==> src/rtl/addr_sel_pkg.sv <==
// Shared definitions for the address source selector: state encoding and
// parameter helpers used by the selector and its channel mux.
package addr_sel_pkg;

  localparam logic [1:0] ST_IDLE = 2'd0;
  localparam logic [1:0] ST_HOLD = 2'd1;
  localparam logic [1:0] ST_EXCP = 2'd2;

  // Exception vector lives on the highest-numbered channel unless overridden.
  function automatic int default_excp_ch(input int num_src);
    return num_src - 1;
  endfunction

  function automatic int sel_width(input int num_src);
    return (num_src <= 2) ? 1 : $clog2(num_src);
  endfunction

endpackage

==> src/rtl/addr_src_mux.sv <==
// Combinational channel selector: picks one WIDTH-bit slice of the flattened
// source bus and flags indices that do not name an existing channel.
module addr_src_mux
  import addr_sel_pkg::*;
#(
  parameter int WIDTH   = 32,
  parameter int NUM_SRC = 4,
  localparam int SEL_W  = sel_width(NUM_SRC)
) (
  input  logic [SEL_W-1:0]         sel,
  input  logic [NUM_SRC*WIDTH-1:0] data,
  output logic [WIDTH-1:0]         data_sel,
  output logic                     oob
);

  // Out-of-range indices select all-zero data.
  always_comb begin
    data_sel = '0;
    oob      = 1'b1;
    for (int unsigned k = 0; k < NUM_SRC; k++) begin
      if (32'(sel) == k) begin
        data_sel = data[k*WIDTH +: WIDTH];
        oob      = 1'b0;
      end
    end
  end

endmodule

==> src/rtl/addr_src_sel.sv <==
// Address source selector: captures one of NUM_SRC address channels into a
// held register, with an exception path that forces capture of EXCP_CH.
module addr_src_sel
  import addr_sel_pkg::*;
#(
  parameter int WIDTH   = 32,
  parameter int NUM_SRC = 4,
  parameter int EXCP_CH = default_excp_ch(NUM_SRC),
  localparam int SEL_W  = sel_width(NUM_SRC)
) (
  input  logic                     clk,
  input  logic                     reset,
  input  logic [SEL_W-1:0]         src_sel,
  input  logic [NUM_SRC*WIDTH-1:0] src_data,
  input  logic                     load,
  input  logic                     addr_release,
  input  logic                     word_access,
  input  logic                     excp_req,
  input  logic                     excp_ack,
  output logic [WIDTH-1:0]         addr_out,
  output logic                     addr_valid,
  output logic                     excp_active,
  output logic                     misaligned,
  output logic                     sel_err,
  output logic [SEL_W-1:0]         sel_latched
);

  localparam logic [SEL_W-1:0] EXCP_IDX = SEL_W'(EXCP_CH);

  logic [1:0]       state;
  logic [1:0]       state_nxt;
  logic [SEL_W-1:0] idx;
  logic [WIDTH-1:0] mux_data;
  logic             mux_oob;
  logic             norm_load;
  logic             capture;

  assign idx       = excp_req ? EXCP_IDX : src_sel;
  assign norm_load = load & ~excp_req & (state != ST_EXCP);
  assign capture   = excp_req | norm_load;

  addr_src_mux #(
    .WIDTH   (WIDTH),
    .NUM_SRC (NUM_SRC)
  ) u_mux (
    .sel      (idx),
    .data     (src_data),
    .data_sel (mux_data),
    .oob      (mux_oob)
  );

  always_comb begin
    state_nxt = state;
    if (excp_req) begin
      state_nxt = ST_EXCP;
    end else begin
      case (state)
        ST_IDLE: if (load) state_nxt = ST_HOLD;
        ST_HOLD: begin
          if (load)              state_nxt = ST_HOLD;
          else if (addr_release) state_nxt = ST_IDLE;
        end
        ST_EXCP: if (excp_ack) state_nxt = ST_IDLE;
        default: state_nxt = ST_IDLE;
      endcase
    end
  end

  always_ff @(posedge clk or negedge reset) begin
    if (!reset) begin
      state       <= ST_IDLE;
      addr_out    <= '0;
      sel_latched <= '0;
      misaligned  <= 1'b0;
      sel_err     <= 1'b0;
    end else begin
      state   <= state_nxt;
      sel_err <= norm_load & mux_oob;
      if (capture) begin
        addr_out    <= mux_data;
        sel_latched <= idx;
        misaligned  <= word_access & (|mux_data[1:0]);
      end else if (state_nxt == ST_IDLE) begin
        misaligned  <= 1'b0;
      end
    end
  end

  // Status flags decode straight from the state register.
  assign addr_valid  = (state != ST_IDLE);
  assign excp_active = (state == ST_EXCP);

endmodule

==> config.mk <==
export PLATFORM = sky130hd
export DESIGN_NAME = addr_src_sel
export DESIGN_NICKNAME = d
export VERILOG_FILES = /design/src/rtl/addr_sel_pkg.sv /design/src/rtl/addr_src_mux.sv /design/src/rtl/addr_src_sel.sv
export SDC_FILE = /design/constraint.sdc
export NUM_CORES = 1
export LEC_CHECK = 0
export ABC_AREA = 1
export CAP_MARGIN = 10
export CORE_ASPECT_RATIO = 0.8
export CORE_UTILIZATION = 36
export DETAILED_ROUTE_END_ITERATION = 10
export PLACE_DENSITY = 0.82
export SLEW_MARGIN = 20
export SYNTH_ARGS = -nofsm -noshare
export SYNTH_HDL_FRONTEND = slang
export SYNTH_SLANG_ARGS = --single-unit
==> constraint.sdc <==
create_clock -name clk -period 1.4 [get_ports clk]
set_input_delay 0.28 -clock clk [delete_from_list [all_inputs] [get_ports clk]]
set_output_delay 0.28 -clock clk [all_outputs]
set_load 0.02 [all_outputs]
# Word-level counts from Yosys, hierarchy flattened
# Index checks and enable logic that the tools add are counted.
dict set report classes {
  addsub 0
  multipliers 0
  div_mod_pow 0
  order_cmp 0
  n_eq_ne 6
  shift 0
  muxes 17
  n_bitwise 6
  n_reduce_logical 6
}
# op count
set op_table {}
lappend op_table {{32-bit 2-to-1 mux} 4}
lappend op_table {{2-bit 2-to-1 mux} 6}
lappend op_table {{2-bit == test (second input constant)} 3}
lappend op_table {{2-bit logical NOT} 3}
lappend op_table {{1-bit 2-to-1 mux} 6}
lappend op_table {{2-bit case mux with 3 select lines} 1}
lappend op_table {{1-bit bitwise AND} 4}
lappend op_table {{2-bit by 1-bit == test with 1-bit output (second input constant)} 2}
lappend op_table {{2-bit nonzero test} 2}
lappend op_table {{2-bit != test (second input constant)} 1}
lappend op_table {{2-bit OR reduction} 1}
lappend op_table {{1-bit inverter} 1}
lappend op_table {{1-bit OR} 1}
dict set report word_totals {
  regBits 38
  latch_bits 0
  ramBits 0
  rom_bits 0
  input_bits 137
  out_inout_bits 38
  word_cells 40
  mem_count 0
}

# Longest topological paths before layout
dict set report logic_depth {
  depth_word 9
  mapped_depth 10
  ltp_nobuf 9
}

# Cells and area by module
# From an unflattened synthesis, not the netlist that was laid out.
dict set report hier_totals {
  hier_cells 366
  area_unflattened_um2 2539.9
}
# module n_inst cells_each area_per_inst_um2 seq_area_each_um2
set by_module_without_submodules {}
lappend by_module_without_submodules {addr_src_sel 1 178 1560.2 950.9}
lappend by_module_without_submodules {addr_src_mux 1 188 979.7 0.0}

# Worst setup path after synthesis
# No wires, ideal clock.
dict set report synth_timing {
  kind {register to register}
  start {reg state[0]}
  end {reg misaligned}
  setup_ns 0.117
  arrival_time_ns 1.206
  t_required_ns 1.283
  slack_ns 0.078
  path_stages_with_launch 10
  n_path_buf 1
  period_less_slack_ns 1.322
  cell_sequence {dfrtp_1 nor2_2 inv_1 nand2_1 nand2_1 inv_2 buf_2 nor2_1 nand2_1 nand2_1}
}
dict set report synth_between {
  elab_cells_between_ends 15
  cone_classes {eq/ne: 3; mux: 7; bitwise: 2; reduce/logical: 3}
}
# element line_no
set synth_lines {}
lappend synth_lines {{start: declaration} addr_src_sel.sv:30} ;# logic [1:0] state;
lappend synth_lines {{start signal: assignment} addr_src_sel.sv:77} ;# state <= state_nxt;
lappend synth_lines {{2-bit == test} n/a}
lappend synth_lines {{via excp_active} addr_src_sel.sv:22} ;# output logic excp_active,
lappend synth_lines {{2-bit case mux with 3 select lines} addr_src_sel.sv:57} ;# case (state)
lappend synth_lines {{2-bit 2-to-1 mux} addr_src_sel.sv:54} ;# if (excp_req) begin
lappend synth_lines {{2-bit logical NOT} addr_src_sel.sv:83} ;# end else if (state_nxt == ST_IDLE) begin
lappend synth_lines {{2-bit nonzero test (no line)} n/a}
lappend synth_lines {{end signal: assignment} addr_src_sel.sv:82} ;# misaligned <= word_access & (|mux_data[1:0]);
lappend synth_lines {{end: declaration} addr_src_sel.sv:23} ;# output logic misaligned,
# The timed path passes the listed nets, and every way through them passes these cells.
# A chain may end at the register's enable or synchronous reset.

# Worst setup path after layout
dict set report layout_timing {
  start {reg state[0]}
  end {out excp_active}
}
dict set report layout_between {
  elab_chain_cells 1
}
# element line_no
set layout_rtl {}
lappend layout_rtl {{2-bit == test} addr_src_sel.sv:91} ;# assign excp_active = (state == ST_EXCP);
lappend layout_rtl {{end: declaration} addr_src_sel.sv:22}
# Every way passes these cells.

==> results.ini <==
[outcome]
run_status=finished, final reports clean

[clock_tree]
cts-root-buf=clkbuf_8
clk_path_buf_depth=2
cts.clk_slew.worst_paths_ns=0.07
cts_tree=built
insertion_delay_ns=0.28
ctsHtreeMaxLevel=2
post_cts_buffers=0
numCtsBuffers=5
cts.sinks=38

[logic_synthesis]
yosys_register_bits=38
ys_async_sr_fraction_pct=100
synth_ff_type=dfrtp_1
synth.distinct_cells=21
synth_edf_count=0
syn_inst=380
syn_nets=517
syn_area_um2=2490
yosysWarnings=0
syn_area_per_cell_um2=6.56
ys_seq_area_share_pct=38.1

[power]
peakVddDrop_uv=492
power.internal_uw=2310
leakagePower_uw=0.00228
pwr-share-comb_pct=38.4
p_seq_share_pct=39.1
switching_share_pct=31.2
clkPwrFrac_pct=22.5
pwr_density_cell_nw_per_um2=741
power.switching_uw=1050

[global_route]
antenna_found_initial=0
grt-ovfl-total=0
grt_pass1_wl_mm=13.1
grt_max_degree=23
grt_usage_pct=22.8
first_global_vias=2913

[worst_hold_path]
hp-start=excp_req
min_path_cells=3
hold_class=input port to register
whs_endpoint=state[1]

[timing]
fin_hold_ws_ns=0.342
finalCritPeriodShare_pct=96.7
slew_violations=0
hold_viol=0
period_minus_slack_ns=1.35
tns_ns=0
setup_viol=0
fmax_mhz=739
rsz0062_at_grt=no
fin_worst_skew_ns=0.00426
worst_slack_ns=0.0466

[layout]
final_cell_area_um2=4540
final_nets=700
diodes=0
nFillCells=561
layout-drive-gt1-share_pct=9.40
area_growth_pct=81.9
final_cells=648

[setup_path]
cp-start-kind=register
path_delay_family=flip-flops
r2r_cells=9
slowest_delay_ns=0.40
reg2reg_to=misaligned
worstPathMaxFanout=2
worstSetupEndpointType=output pin
r2r_slack_ns=0.10
worstPathArrival_ns=1.07
cp_slowest_cell=dfrtp_1
critical_path_buf_inv_count=1
required_ns=1.12
r2r-start=state[0]
crit_type=register to output pin
path_cells=nor2_2, clkdlybuf4s15_2

[place]
post_dp_cell_area_um2=4450
dp.cells=638
hpwl_mm=6.74
pre_cts_ws_ns=-0.294
portBuffers=174
gp_congestion=0.809

[route]
via_per_inst=4.75
wire_per_inst_um=12.8
route.detailed.drc=0
routed_wl_mm=8.31
first_iter_violations=117
drt.antenna.violating_nets=0
drt_pass1_iterations=4
dr_total_vias=3076

[die]
ios=175
initial_core_util_pct=38.1
die-height_um=76.4
die_area_um2=7270
die_x_um=95.1
core_um2=6540
rows=26

[run]
drv_cap=0

cells by family (layout without fill, tap and decap cells):
logic type,Yosys count,after routing,synth area share (%)
AOI/OAI and AO/OA,37,37,7.43
DFF,38,38,38.1
other,1,1,0.150
and+or+nand+nor,246,246,42.1
buffers and inverters,58,242,12.1
power groups by stage:
stage	logic [µW]	registers (µW)	clock network [µW]
floorplan	363	1500	0
global placement	1370	1340	0
detailed placement	1390	1340	0
CTS	1290	1320	780
global route	1400	1330	815
finish	1290	1310	756
metal layers:
| metal | track usage, % | share of wire, % | vias up |
|---|---|---|---|
| li1 | - | - | 1530 |
| met1 | 28.6 | 42 | 1381 |
| met2 | 39.9 | 47 | 157 |
| met3 | 4.49 | 9.3 | 8 |
| met4 | 4.70 | 0.82 | 0 |
| met5 | 0 | 0 | - |
per-stage QoR:
step	utilization (%)	total power, µW
floorplan	-	1870
global placement	68.0	2710
detailed placement	68.0	2730
CTS	68.9	3390
global route	69.4	3540
finish	69.4	3360
layout make-up:
cell class	instances	area, µm²	share of cell area (%)
Clock buffer	7	86.3	1.90
Multi-Input combinational cell	284	1240	27.3
Sequential cell	38	951	21.0
Clock inverter	1	5.00	0.110
Timing Repair Buffer	195	2000	44.0
Inverter	39	151	3.34
Tap cell	84	105	2.32
tightest hold or removal path, cell delays in order:
cell and delay (ns):
dlymetal6s2s_1 0.15, inv_4 0.07, o21ai_0 0.08
cells in the mapped netlist (2+ instances only):
library cell	count	area, µm²
nor2_2	2	12.5
inv_1	35	131
nor2_4	3	33.8
nor2_1	35	131
o21ai_1	30	150
nand3_1	36	180
buf_2	6	30.0
nand2_2	10	62.6
inv_2	3	11.3
nand2_4	3	33.8
nand2_1	154	578
dfrtp_1	38	951
clkbuf_1	2	7.51
buf_6	10	113
o21ai_0	7	35.0
registers in the layout, summed over array words and instances (netlist names):
register     cells
misaligned       1
state            2
sel_err          1
addr_out        32
sel_latched      2
how the worst max path moves through the flow:
stage / startpoint / to / slack (ns) / cells after the start
floorplan: state[0] / misaligned / 0.08 / 9
global placement: excp_req / addr_out[31] / -0.25 / 9
detailed placement: src_sel[0] / misaligned / -0.29 / 9
CTS: src_sel[0] / misaligned / 0.004 / 9
global route: state[0] / excp_active / 0.004 / 2
finish: state[0] / excp_active / 0.05 / 2
cells in the final DEF (no fill, tap or decap):
cell / netlist / final
nand3_1: 36 / 36
clkbuf_16: 0 / 1
nand2_4: 3 / 3
clkbuf_1: 2 / 1
clkdlybuf4s50_1: 0 / 132
nor2_2: 2 / 2
o21ai_0: 7 / 7
inv_4: 1 / 2
clkbuf_8: 0 / 6
nand2_2: 10 / 10
or2_0: 1 / 1
o21ai_1: 30 / 30
clkbuf_2: 0 / 1
nor2_1: 35 / 35
dlymetal6s2s_1: 0 / 3
clkdlybuf4s15_2: 0 / 1
buf_12: 0 / 10
or2_2: 1 / 1
dfrtp_1: 38 / 38
nand2_1: 154 / 154
nor2_4: 3 / 3
nand4_1: 1 / 1
inv_2: 3 / 2
conb_1: 1 / 1
buf_4: 0 / 9
clkinv_2: 0 / 1
inv_1: 35 / 35
dlygate4sd2_1: 0 / 36
buf_2: 6 / 1
dlygate4sd3_1: 0 / 1
what timing repair did:
action / in CTS / in global routing
gates resized for setup: 41 / 5
hold endpoints to repair: 16 / 0
hold buffers: 1 / 0
pin swaps: 0 / 2
endpoints found under the setup margin: 38 / 32
gates cloned: 0 / 1
Power figures use the tool's default switching activity.
